## src/rtl/cby_chany_pipe.sv

```systemverilog
// Y-channel connection block with a per-track configurable pipeline depth (0..MAX_STAGES).
// Latency fields are loaded through a serial configuration chain; depth 0 is a plain wire.
module cby_chany_pipe #(
    parameter int unsigned NUM_TRACKS = 9,
    parameter int unsigned MAX_STAGES = 3,
    localparam int unsigned SEL_W     = $clog2(MAX_STAGES + 1),
    localparam int unsigned CFG_LEN   = 2 * NUM_TRACKS * SEL_W
) (
    input  logic                  clk,
    input  logic                  reset,
    input  logic                  config_enable,
    input  logic                  ccff_head,
    output logic                  ccff_tail,
    input  logic [NUM_TRACKS-1:0] chany_bottom_in,
    input  logic [NUM_TRACKS-1:0] chany_top_in,
    output logic [NUM_TRACKS-1:0] chany_top_out,
    output logic [NUM_TRACKS-1:0] chany_bottom_out
);

    localparam int NT2    = 2 * int'(NUM_TRACKS);
    localparam int STAGES = int'(MAX_STAGES);
    localparam int SW     = int'(SEL_W);
    localparam logic [SEL_W-1:0] MaxLat = SEL_W'(MAX_STAGES);

    logic [CFG_LEN-1:0] r_cfg;
    logic [NT2-1:0]     r_stage [STAGES];
    logic [NT2-1:0]     w_in;
    logic [NT2-1:0]     w_out;
    logic [SEL_W-1:0]   w_lat [NT2];

    always_ff @(posedge clk) begin
        if (reset) begin
            r_cfg <= '0;
        end else if (config_enable) begin
            r_cfg <= {r_cfg[CFG_LEN-2:0], ccff_head};
        end
    end

    assign ccff_tail = r_cfg[CFG_LEN-1];

    // Up tracks occupy indices 0..N-1 and down tracks N..2N-1, matching the cfg field order,
    // so track i's field always sits at r_cfg[i*SEL_W +: SEL_W].
    assign w_in = {chany_top_in, chany_bottom_in};

    always_ff @(posedge clk) begin
        if (reset || config_enable) begin
            for (int j = 0; j < STAGES; j++) begin
                r_stage[j] <= '0;
            end
        end else begin
            r_stage[0] <= w_in;
            for (int j = 1; j < STAGES; j++) begin
                r_stage[j] <= r_stage[j-1];
            end
        end
    end

    always_comb begin
        for (int i = 0; i < NT2; i++) begin
            w_lat[i] = (r_cfg[i*SW +: SEL_W] > MaxLat) ? MaxLat : r_cfg[i*SW +: SEL_W];
        end
    end

    always_comb begin
        w_out = '0;
        if (!config_enable) begin
            for (int i = 0; i < NT2; i++) begin
                w_out[i] = w_in[i];
                for (int j = 0; j < STAGES; j++) begin
                    if (w_lat[i] == SEL_W'(j + 1)) begin
                        w_out[i] = r_stage[j][i];
                    end
                end
            end
        end
    end

    assign chany_top_out    = w_out[NUM_TRACKS-1:0];
    assign chany_bottom_out = w_out[NT2-1:NUM_TRACKS];

endmodule

```

## config.mk

```make
export PLATFORM = sky130hd
export DESIGN_NAME = cby_chany_pipe
export DESIGN_NICKNAME = d
export VERILOG_FILES = /design/src/rtl/cby_chany_pipe.sv
export SDC_FILE = /design/constraint.sdc
export NUM_CORES = 1
export LEC_CHECK = 0
export BUFFER_PORTS_ARGS = -buffer_cell sky130_fd_sc_hd__buf_4
export CORE_ASPECT_RATIO = 1.5
export CORE_MARGIN = 8
export CORE_UTILIZATION = 49
export DETAILED_ROUTE_END_ITERATION = 12
export PLACE_DENSITY_LB_ADDON = 0.15
export SLEW_MARGIN = 20
export SYNTH_ARGS = -nofsm -noshare
export SYNTH_HDL_FRONTEND = slang
export SYNTH_SLANG_ARGS = --single-unit
```

## constraint.sdc

```tcl
create_clock -name clk -period 1.85 [get_ports clk]
set_input_delay 0.0925 -clock clk [delete_from_list [all_inputs] [get_ports clk]]
set_output_delay 0.0925 -clock clk [all_outputs]
set_load 0.03 [all_outputs]
```

==> metrics.md <==
| Metric | Value |
|---|---|
| Status | `finished clean` |
| Design Area, Final | `3990 um2` |
| Sequential power share | `56.4%` |
| DRC | `0` |
| Top cell type's share of synthesized area | `54.57%` |
| Area of the multi-input gates | `1394 um2` |
| Global routing usage on met2 | `21.44%` |
| Hold Crit Depth | `2` |
| Worst hold endpoint | `r_cfg[14]` |
| EDFF count, synth | `0` |
| Post-synth ARST share | `0%` |
| FILL cells | `534` |
| Clk buf depth | `2` |
| Die height | `116.5 um` |
| GRT overflow | `0` |
| Most used routing layer | `met2` |
| Max-Slew Margin vs Limit | `63.10%` |
| IO buf count | `40` |
| Reg2reg end | `r_cfg[9]` |
| Int Power | `2.678 mW` |
| Setup CP Type | `reg -> out` |
| GR Util met1 | `13.10%` |
| Placer congestion estimate | `0.6858` |
| Routed wire length | `5.673 mm` |
| Hold_sp | `reset` |
| Post-synth cell types | `11` |
| Number of buffers created by CTS | `9` |
| Worst VDD drop | `573.5 uV` |
| Largest net degree at the start of global routing | `55` |
| Fin nets | `346` |
| Clk sinks | `90` |
| Switching part of the total | `23.57%` |
| Hold Violations, Final | `0` |
| Synthesized flop and latch total | `90` |
| CTS tree | `built` |
| Row count | `36` |
| Clk pwr share | `35.4%` |
| FF-to-FF Start | `r_cfg[8]` |
| Startpoint Class | `flip-flop` |
| Final HPWL DP | `3.667 mm` |
| CP required | `1.76 ns` |
| Clock Skew | `0.009137 ns` |
| Worst min-delay path category | `in -> reg` |
| Final setup vio count | `0` |
| Post-synth top cells | `90 x dfxtp_1, 54 x and2_1, 36 x mux2i_1, 36 x nor2_1, 18 x mux4_2` |
| Logic pwr share | `8.2%` |
| Vias/cell | `4.923` |
| 1st-pass router iterations | `4` |
| Initial antenna violation count | `0` |
| Pwr dens | `878.2 nW/um2` |
| Post CTS Setup Buffer Count | `0` |
| Synth Area per Inst | `12.32 um2` |
| Top-count cell post-synth | `dfxtp_1` |
| Antenna Cells | `0` |
| Cts repair resizes | `0` |
| Boundary pin count | `41` |
| Skew-Pair Late Insertion Delay | `0.36 ns` |
| Post-route minimum period | `1.656 ns` |
| Vias | `1994` |
| Antenna-violating nets left | `0` |
| Net switching power | `826.0 uW` |
| Die W | `83.03 um` |
| Leading area contributor after synthesis | `dfxtp_1` |
| Period utilization | `89.53%` |
| Die area | `9676 um2` |
| Initial Utilization | `50.56%` |
| Clk slew on worst S/H paths | `0.09 ns` |
| Main synth FF type | `dfxtp_1` |
| Unrepaired setup endpoints after global routing | `no` |
| Post-Syn Nets | `290` |
| Slew Limit Fails | `0` |
| Met3 Resource Use GR | `3.978%` |
| CTS HTree Levels | `3` |
| Worst reg2reg path depth | `2` |
| Type of destination of the critical path | `output pin` |
| Leakage power | `1.676 nW` |
| Gate Count Post-Synth | `268` |
| Global Route Usage Sum | `12.41%` |
| Placement Cell Area | `3611 um2` |
| Number of global-route vias before repair | `2205` |
| Syn Std Cell Area | `3302 um2` |
| First-pass GRT wire length | `9.832 mm` |
| Sequential area share after synthesis | `54.57%` |
| CP Max Fanout | `3` |
| Drt wl/cell | `14.01 um` |
| Root buffer cell | `clkbuf_8` |
| Maxcap violations | `0` |
| Fmax | `603.8 MHz` |
| Share of cells above drive strength 1 | `24.01%` |
| Setup TNS | `0 ns` |
| Initial DRC count | `115` |
| YS warnings | `0` |
| FF-to-FF setup slack | `1.15 ns` |
| Core Area | `6531 um2` |
| Worst Tran Pin Value | `0.5536 ns` |
| Largest cells by area after synthesis | `dfxtp_1 55%, mux4_2 12%, mux2i_1 11%` |
| Critical Path AT | `1.56 ns` |
| Synth-to-layout area growth | `20.84%` |
| Sequential Area | `1802 um2` |
## state kept, by name (all words and copies together) (netlist names)
signal,cells
r_stage,54
r_cfg,36
## worst max path at each step
stage / startpoint / cells past startpoint / end / slack, ns
finish: r_cfg[12] / 3 / chany_top_out[6] / 0.19
global route: r_cfg[14] / 3 / chany_top_out[7] / 0.10
CTS: r_cfg[16] / 3 / chany_top_out[8] / 0.16
detailed placement: r_cfg[18] / 3 / chany_bottom_out[0] / 0.56
global placement: r_cfg[18] / 3 / chany_bottom_out[0] / 0.57
floorplan: r_cfg[18] / 2 / chany_bottom_out[0] / 0.67
## stage by stage
| step | worst slack (ns) | total power [mW] | cells | utilization, % | hold slack [ns] |
|---|---|---|---|---|---|
| 3_5_place_dp | 0.5566 | 2.281 | 370 | 55.29 | 0.3072 |
| 2_1_floorplan | 0.6749 | 2.198 | 268 | - | 0.2142 |
| 3_3_place_gp | 0.5670 | 2.280 | 370 | 55.29 | 0.3017 |
| 6_report | 0.1938 | 3.504 | 405 | 61.09 | 0.1460 |
| 5_1_grt | 0.1015 | 3.655 | 405 | 61.09 | 0.1528 |
| 4_1_cts | 0.1579 | 3.548 | 405 | 61.09 | 0.1397 |
## what timing repair did
item | CTS | global route
hold buffers | 19 | 0
hold endpoints to repair | 19 | 0
endpoints found under the setup margin | 0 | 0
## routing by layer
layer | wire length, um | vias up
li1 | - | 1007
met1 | 2473 | 943
met2 | 2823 | 37
met3 | 272 | 7
met4 | 104 | 0
met5 | 0 | -
## cells in the final DEF (no fill, tap or decap), types with 2 or more instances in the layout
cell,n
nor2_1,36
dlygate4sd3_1,19
buf_4,40
nor2b_1,15
clkinvlp_4,2
and2_1,54
nor2b_4,3
mux2i_1,36
clkbuf_8,11
mux4_2,18
dfxtp_1,90
## final cells by class
cell class / instances / share of cell area, %
Timing Repair Buffer: 60 / 12.79
Sequential cell: 90 / 45.16
Multi-Input combinational cell: 163 / 34.93
Clock buffer: 11 / 3.794
Clock inverter: 5 / 0.9407
Tap cell: 76 / 2.383
## critical path, stage by stage (launching register included)
cell	delay, ns
dfxtp_1	0.38
mux4_2	0.50
nor2b_1	0.14
buf_4	0.18
## power by group through the flow
stage	logic, mW	registers, mW	clock network [mW]
finish	0.289	1.98	1.24
global route	0.310	1.98	1.37
CTS	0.293	1.98	1.28
detailed placement	0.260	2.02	0
global placement	0.259	2.02	0
floorplan	0.182	2.02	0
## cell families after synthesis
family        count (synthesis)  share of synthesized area (%)
simple gates                109                          19.02
flops                        90                          54.57
mux                          54                          23.19
buf+inv                      15                          3.221
(Power assumes the default switching activity.)
